## src/rtl/immediate_encoder.sv

```systemverilog
// Packs a 32-bit immediate into RV32 instruction fields selected by select_i, flags
// unrepresentable values and counts errored outputs. Two-entry valid/ready pipeline.
module immediate_encoder #(
  parameter int unsigned CNT_W = 8
) (
  input  logic             clk_i,
  input  logic             rst_ni,
  input  logic             in_valid_i,
  output logic             in_ready_o,
  input  logic [3:0]       select_i,
  input  logic [31:0]      imm_i,
  input  logic [31:0]      base_inst_i,
  output logic             out_valid_o,
  input  logic             out_ready_i,
  output logic [31:0]      out_inst_o,
  output logic             range_err_o,
  output logic             align_err_o,
  output logic             sel_err_o,
  input  logic             cnt_clr_i,
  output logic [CNT_W-1:0] err_count_o
);

  typedef struct packed {
    logic [31:0] inst;
    logic        range_err;
    logic        align_err;
    logic        sel_err;
  } word_t;

  word_t             pk;
  word_t             s1_q, s1_d, s2_q, s2_d;
  logic              s1_valid_q, s1_valid_d, s2_valid_q, s2_valid_d;
  logic [CNT_W-1:0]  cnt_q, cnt_d;
  logic              in_fire, out_fire, s2_load, sgn;

  assign sgn = ~select_i[3];

  // Stage-1 combinational packing.
  always_comb begin
    pk.inst      = base_inst_i;
    pk.range_err = 1'b0;
    pk.align_err = 1'b0;
    pk.sel_err   = 1'b0;
    unique case (select_i[2:0])
      3'b000: begin
        pk.inst      = {imm_i[31:12], base_inst_i[11:0]};
        pk.range_err = |imm_i[11:0];
      end
      3'b001: begin
        pk.inst      = {imm_i[20], imm_i[10:1], imm_i[11], imm_i[19:12], base_inst_i[11:0]};
        pk.range_err = sgn ? ~((&imm_i[31:20]) | ~(|imm_i[31:20])) : |imm_i[31:20];
        pk.align_err = imm_i[0];
      end
      3'b010: begin
        pk.inst      = {imm_i[11:0], base_inst_i[19:0]};
        pk.range_err = sgn ? ~((&imm_i[31:11]) | ~(|imm_i[31:11])) : |imm_i[31:12];
      end
      3'b011: begin
        pk.inst      = {imm_i[12], imm_i[10:5], base_inst_i[24:12], imm_i[4:1], imm_i[11],
                        base_inst_i[6:0]};
        pk.range_err = sgn ? ~((&imm_i[31:12]) | ~(|imm_i[31:12])) : |imm_i[31:13];
        pk.align_err = imm_i[0];
      end
      3'b100: begin
        pk.inst      = {imm_i[11:5], base_inst_i[24:12], imm_i[4:0], base_inst_i[6:0]};
        pk.range_err = sgn ? ~((&imm_i[31:11]) | ~(|imm_i[31:11])) : |imm_i[31:12];
      end
      3'b101: begin
        pk.inst      = {base_inst_i[31:25], imm_i[4:0], base_inst_i[19:0]};
        pk.range_err = |imm_i[31:5];
      end
      default: pk.sel_err = 1'b1;
    endcase
  end

  assign in_ready_o = ~s1_valid_q | ~s2_valid_q | out_ready_i;
  assign in_fire    = in_valid_i & in_ready_o;
  assign out_fire   = s2_valid_q & out_ready_i;
  assign s2_load    = s1_valid_q & (~s2_valid_q | out_ready_i);

  always_comb begin
    s1_d       = s1_q;
    s1_valid_d = s1_valid_q;
    s2_d       = s2_q;
    s2_valid_d = s2_valid_q;
    cnt_d      = cnt_q;
    if (s2_load) begin
      s2_d       = s1_q;
      s2_valid_d = 1'b1;
      s1_valid_d = 1'b0;
    end else if (out_fire) begin
      s2_valid_d = 1'b0;
    end
    if (in_fire) begin
      s1_d       = pk;
      s1_valid_d = 1'b1;
    end
    // Clear has priority over a same-cycle increment.
    if (cnt_clr_i) begin
      cnt_d = '0;
    end else if (out_fire && (s2_q.range_err || s2_q.align_err || s2_q.sel_err) &&
                 (cnt_q != {CNT_W{1'b1}})) begin
      cnt_d = cnt_q + CNT_W'(1);
    end
  end

  always_ff @(posedge clk_i or negedge rst_ni) begin
    if (!rst_ni) begin
      s1_q       <= '0;
      s1_valid_q <= 1'b0;
      s2_q       <= '0;
      s2_valid_q <= 1'b0;
      cnt_q      <= '0;
    end else begin
      s1_q       <= s1_d;
      s1_valid_q <= s1_valid_d;
      s2_q       <= s2_d;
      s2_valid_q <= s2_valid_d;
      cnt_q      <= cnt_d;
    end
  end

  assign out_valid_o = s2_valid_q;
  assign out_inst_o  = s2_q.inst;
  assign range_err_o = s2_q.range_err;
  assign align_err_o = s2_q.align_err;
  assign sel_err_o   = s2_q.sel_err;
  assign err_count_o = cnt_q;

endmodule
```

## config.mk

```make
export PLATFORM = sky130hd
export DESIGN_NAME = immediate_encoder
export DESIGN_NICKNAME = d
export VERILOG_FILES = /design/src/rtl/immediate_encoder.sv
export SDC_FILE = /design/constraint.sdc
export NUM_CORES = 1
export LEC_CHECK = 0
export CAP_MARGIN = 10
export CORE_MARGIN = 5
export CORE_UTILIZATION = 43
export DETAILED_ROUTE_END_ITERATION = 16
export PLACE_DENSITY = 0.76
export SLEW_MARGIN = 10
export SYNTH_ARGS = -nofsm -noshare
export SYNTH_HDL_FRONTEND = slang
export SYNTH_SLANG_ARGS = --single-unit
export TNS_END_PERCENT = 50
```

## constraint.sdc

```tcl
create_clock -name clk_i -period 1.45 [get_ports clk_i]
set_input_delay 0.145 -clock clk_i [delete_from_list [all_inputs] [get_ports clk_i]]
set_output_delay 0.145 -clock clk_i [all_outputs]
set_load 0.005 [all_outputs]
```

==> results.tsv <==
metric	value	unit
outcome	finished, violations left	
failing checks	setup timing	
CP max stage delay	420	ps
CTS Buf Count	9	
fin util	67.8	%
Final WS setup	-72.2	ps
WHS	237	ps
CP Capture Type	register	
CP Buf/Inv Count	0	
core area	0.00911	mm^2
fin nets	662	
Synthesis Warnings	0	
Fin. Hold Viols	0	
Slowest cell on crit path	dfrtp_1	
GR Util All Layers	20.9	%
leakage	2.87	nW
Die ar.	0.0112	mm^2
Slew HR	70.4	%
Setup Skew	12.1	ps
GPL Wtd Cong	0.817	
Critical Path Fanout Max	8	
drt drc	0	
sum of routed wire length over all layers	11.6	mm
Detailed Routing Iterations Pass 1	5	
Mapped Cells	398	
Synth Area per Inst	9.93	um^2
# clock sinks	80	
# H-tree levels	3	
DP Cell Count	681	
CTS clk-pin slew, worst paths	90	ps
Peak VDD IR	0.476	mV
Max-cap violations	0	
layout cells sized above 1	26.8	%
routed vias/inst	5.35	
Post-synth ARST share	100	%
Yosys reg bits	80	
DIE HEIGHT	106	um
cell area after synthesis	0.00395	mm^2
Port Buffers	117	
Clock Latency Late Sink	360	ps
Pwr Total	6.33	mW
crit path launch type	register	
routed via count	3766	
final non-filler cell total	704	
max-slew violations	0	
fin crit period	1520	ps
largest net degree at the start of global routing	34	
Cell variety after synth	46	
crit-path cells	o311ai_4, a41oi_4, o211ai_1, xor2_1, nor2_1	
# rows	35	
Hold Path Class	in2reg	
Die X	106	um
Finish-stage setup viols	1	
final worst-path cycle share	105	%
post-DP HPWL	8.62	mm
DP Worst Slack	-501	ps
EDFF count, synth	0	
fmax	657	MHz
WP data required	1710	ps
Top Ports	118	
syn_nets	472	
drt wl/cell	16.5	um
area growth from synthesis to layout	56.2	%
P per Cell Area	1020	mW/mm^2
Worst-Margin Slew	444	ps
register area share after synthesis	50.6	%
RSZ-0062 raised after global routing	true	
DR iter-0 viols	149	
Main synth FF type	dfrtp_1	
n_diodes	0	
WP data arrival	1780	ps
initial antenna violation count	0	
Initial Util	43.4	%
Clock Path Buffers	2	
vias in the first global route	3951	
cell family contributing the most delay on the critical path	compound AO/OA/AOI/OAI gates	
CTS tree	built	
first-pass GRT wire length	18.7	mm
GR Overflow Total	0	
post-route ant nets	0	
clock root cell	clkbuf_8	
crit path kind	reg2reg	
## layout by cell type (no fill, tap or decap), drive strengths merged, types with 9 or more instances in the layout
cell / instances
nand2: 90
buf: 83
clkdlybuf4s50: 82
dfrtp: 80
o21ai: 39
mux2: 35
dlygate4sd2: 23
nor2: 20
clkbuf: 11
mux2i: 10
dlymetal6s2s: 10
nand4: 9
nand3: 9
## flip-flops by register name, indices dropped and copies added (netlist names)
name,flops
out_inst_o,32
align_err_o,1
s1_valid_q,1
s1_q,35
sel_err_o,1
range_err_o,1
out_valid_o,1
err_count_o,8
## where the power goes
group	internal [mW]	switching [mW]	total, mW
logic	1.18	0.707	1.89
clock network	0.686	0.864	1.55
registers	2.65	0.236	2.89
## synth_stat cells, types with 4 or more instances
| master | count | area share [%] |
|---|---|---|
| dfrtp_1 | 80 | 51 |
| nand2b_1 | 6 | 0.95 |
| nand2_1 | 90 | 8.5 |
| inv_1 | 4 | 0.38 |
| and3_1 | 4 | 0.63 |
| nor3b_1 | 5 | 0.95 |
| nand4_1 | 9 | 1.4 |
| clkbuf_1 | 6 | 0.57 |
| nand3_1 | 9 | 1.1 |
| o21ai_0 | 37 | 4.7 |
| mux2i_1 | 10 | 2.5 |
| a21oi_1 | 7 | 0.89 |
| nor3_1 | 5 | 0.63 |
| a2bb2oi_1 | 4 | 0.89 |
| xor2_1 | 6 | 1.3 |
| nor2b_1 | 4 | 0.63 |
| nor4_1 | 4 | 0.63 |
| o221ai_1 | 5 | 1.1 |
| nor2_1 | 19 | 1.8 |
| mux2_2 | 35 | 10 |
| a22oi_1 | 8 | 1.5 |
| buf_2 | 13 | 1.6 |
## path summary, 6_finish.rpt
| check | start | slack [ps] | end | depth (start not counted) |
|---|---|---|---|---|
| setup reg to reg | align_err_o$_DFFE_PN0P_ | -70 | err_count_o[7]$_DFFE_PN0P_ | 5 |
| max in group asynchronous | rst_ni | 680 | out_inst_o[17]$_DFFE_PN0P_ | 3 |
| hold reg to reg | s1_q[5]$_DFFE_PN0P_ | 480 | s1_q[5]$_DFFE_PN0P_ | 2 |
| min in group asynchronous | rst_ni | 260 | out_valid_o$_DFFE_PN0P_ | 2 |
| hold / removal | imm_i[14] | 240 | s1_q[17]$_DFFE_PN0P_ | 4 |
| setup / recovery | align_err_o$_DFFE_PN0P_ | -70 | err_count_o[7]$_DFFE_PN0P_ | 5 |
## cell type report
type                    instances  area, um^2
multi-input cells             292        1930
well taps                     111         139
clock buffers                  10         138
inverters                       4        15.0
clock inverters                 6        48.8
repair buffers                201        1900
fillers                       707        2940
flip-flops and latches         80        2000
## per-layer routing
| metal | share of wire [%] | vias up | track usage (%) |
|---|---|---|---|
| met5 | 0 | - | 0 |
| met4 | 3.8 | 0 | 9.34 |
| met3 | 6.7 | 39 | 4.90 |
| met2 | 50 | 161 | 36.0 |
| met1 | 39 | 1775 | 24.7 |
| li1 | - | 1791 | - |
## per-stage QoR
stage	instance area, um^2	TNS (ps)
after floorplan	3960	0
after global placement	5800	-12670
after detailed placement	5800	-14580
after CTS	6030	-31.9
after global routing	6170	-401
final	6170	-72.2
## worst register-to-register path, delay by kind of cell, from the launching register on
kind | cells | cell delay (ps)
xor+xnor | 1 | 220
simple gates | 1 | 60
flops | 1 | 420
compound gates | 3 | 730
## kinds of logic (layout without fill, tap and decap cells)
group / after synthesis / count (layout) / share of synthesized area [%]
and+or+nand+nor: 165 / 165 / 19.7
DFF: 80 / 80 / 50.6
AOI/OAI and AO/OA: 74 / 74 / 12.2
muxes: 45 / 45 / 12.5
buffers and inverters: 26 / 221 / 3.07
xor gates and xnor gates: 7 / 7 / 1.55
adders and majority gates: 1 / 1 / 0.317
## repair_timing
| action | in CTS | in global routing |
|---|---|---|
| buffers inserted | 1 | 3 |
| endpoints found under the hold margin | 31 | 0 |
| hold buffers | 1 | 0 |
| setup endpoints to repair | 19 | 41 |
| gates resized for setup | 34 | 26 |
| pin swaps | 11 | 14 |
| gates cloned | 0 | 2 |
Note: power is estimated with default switching activity, not from simulation.
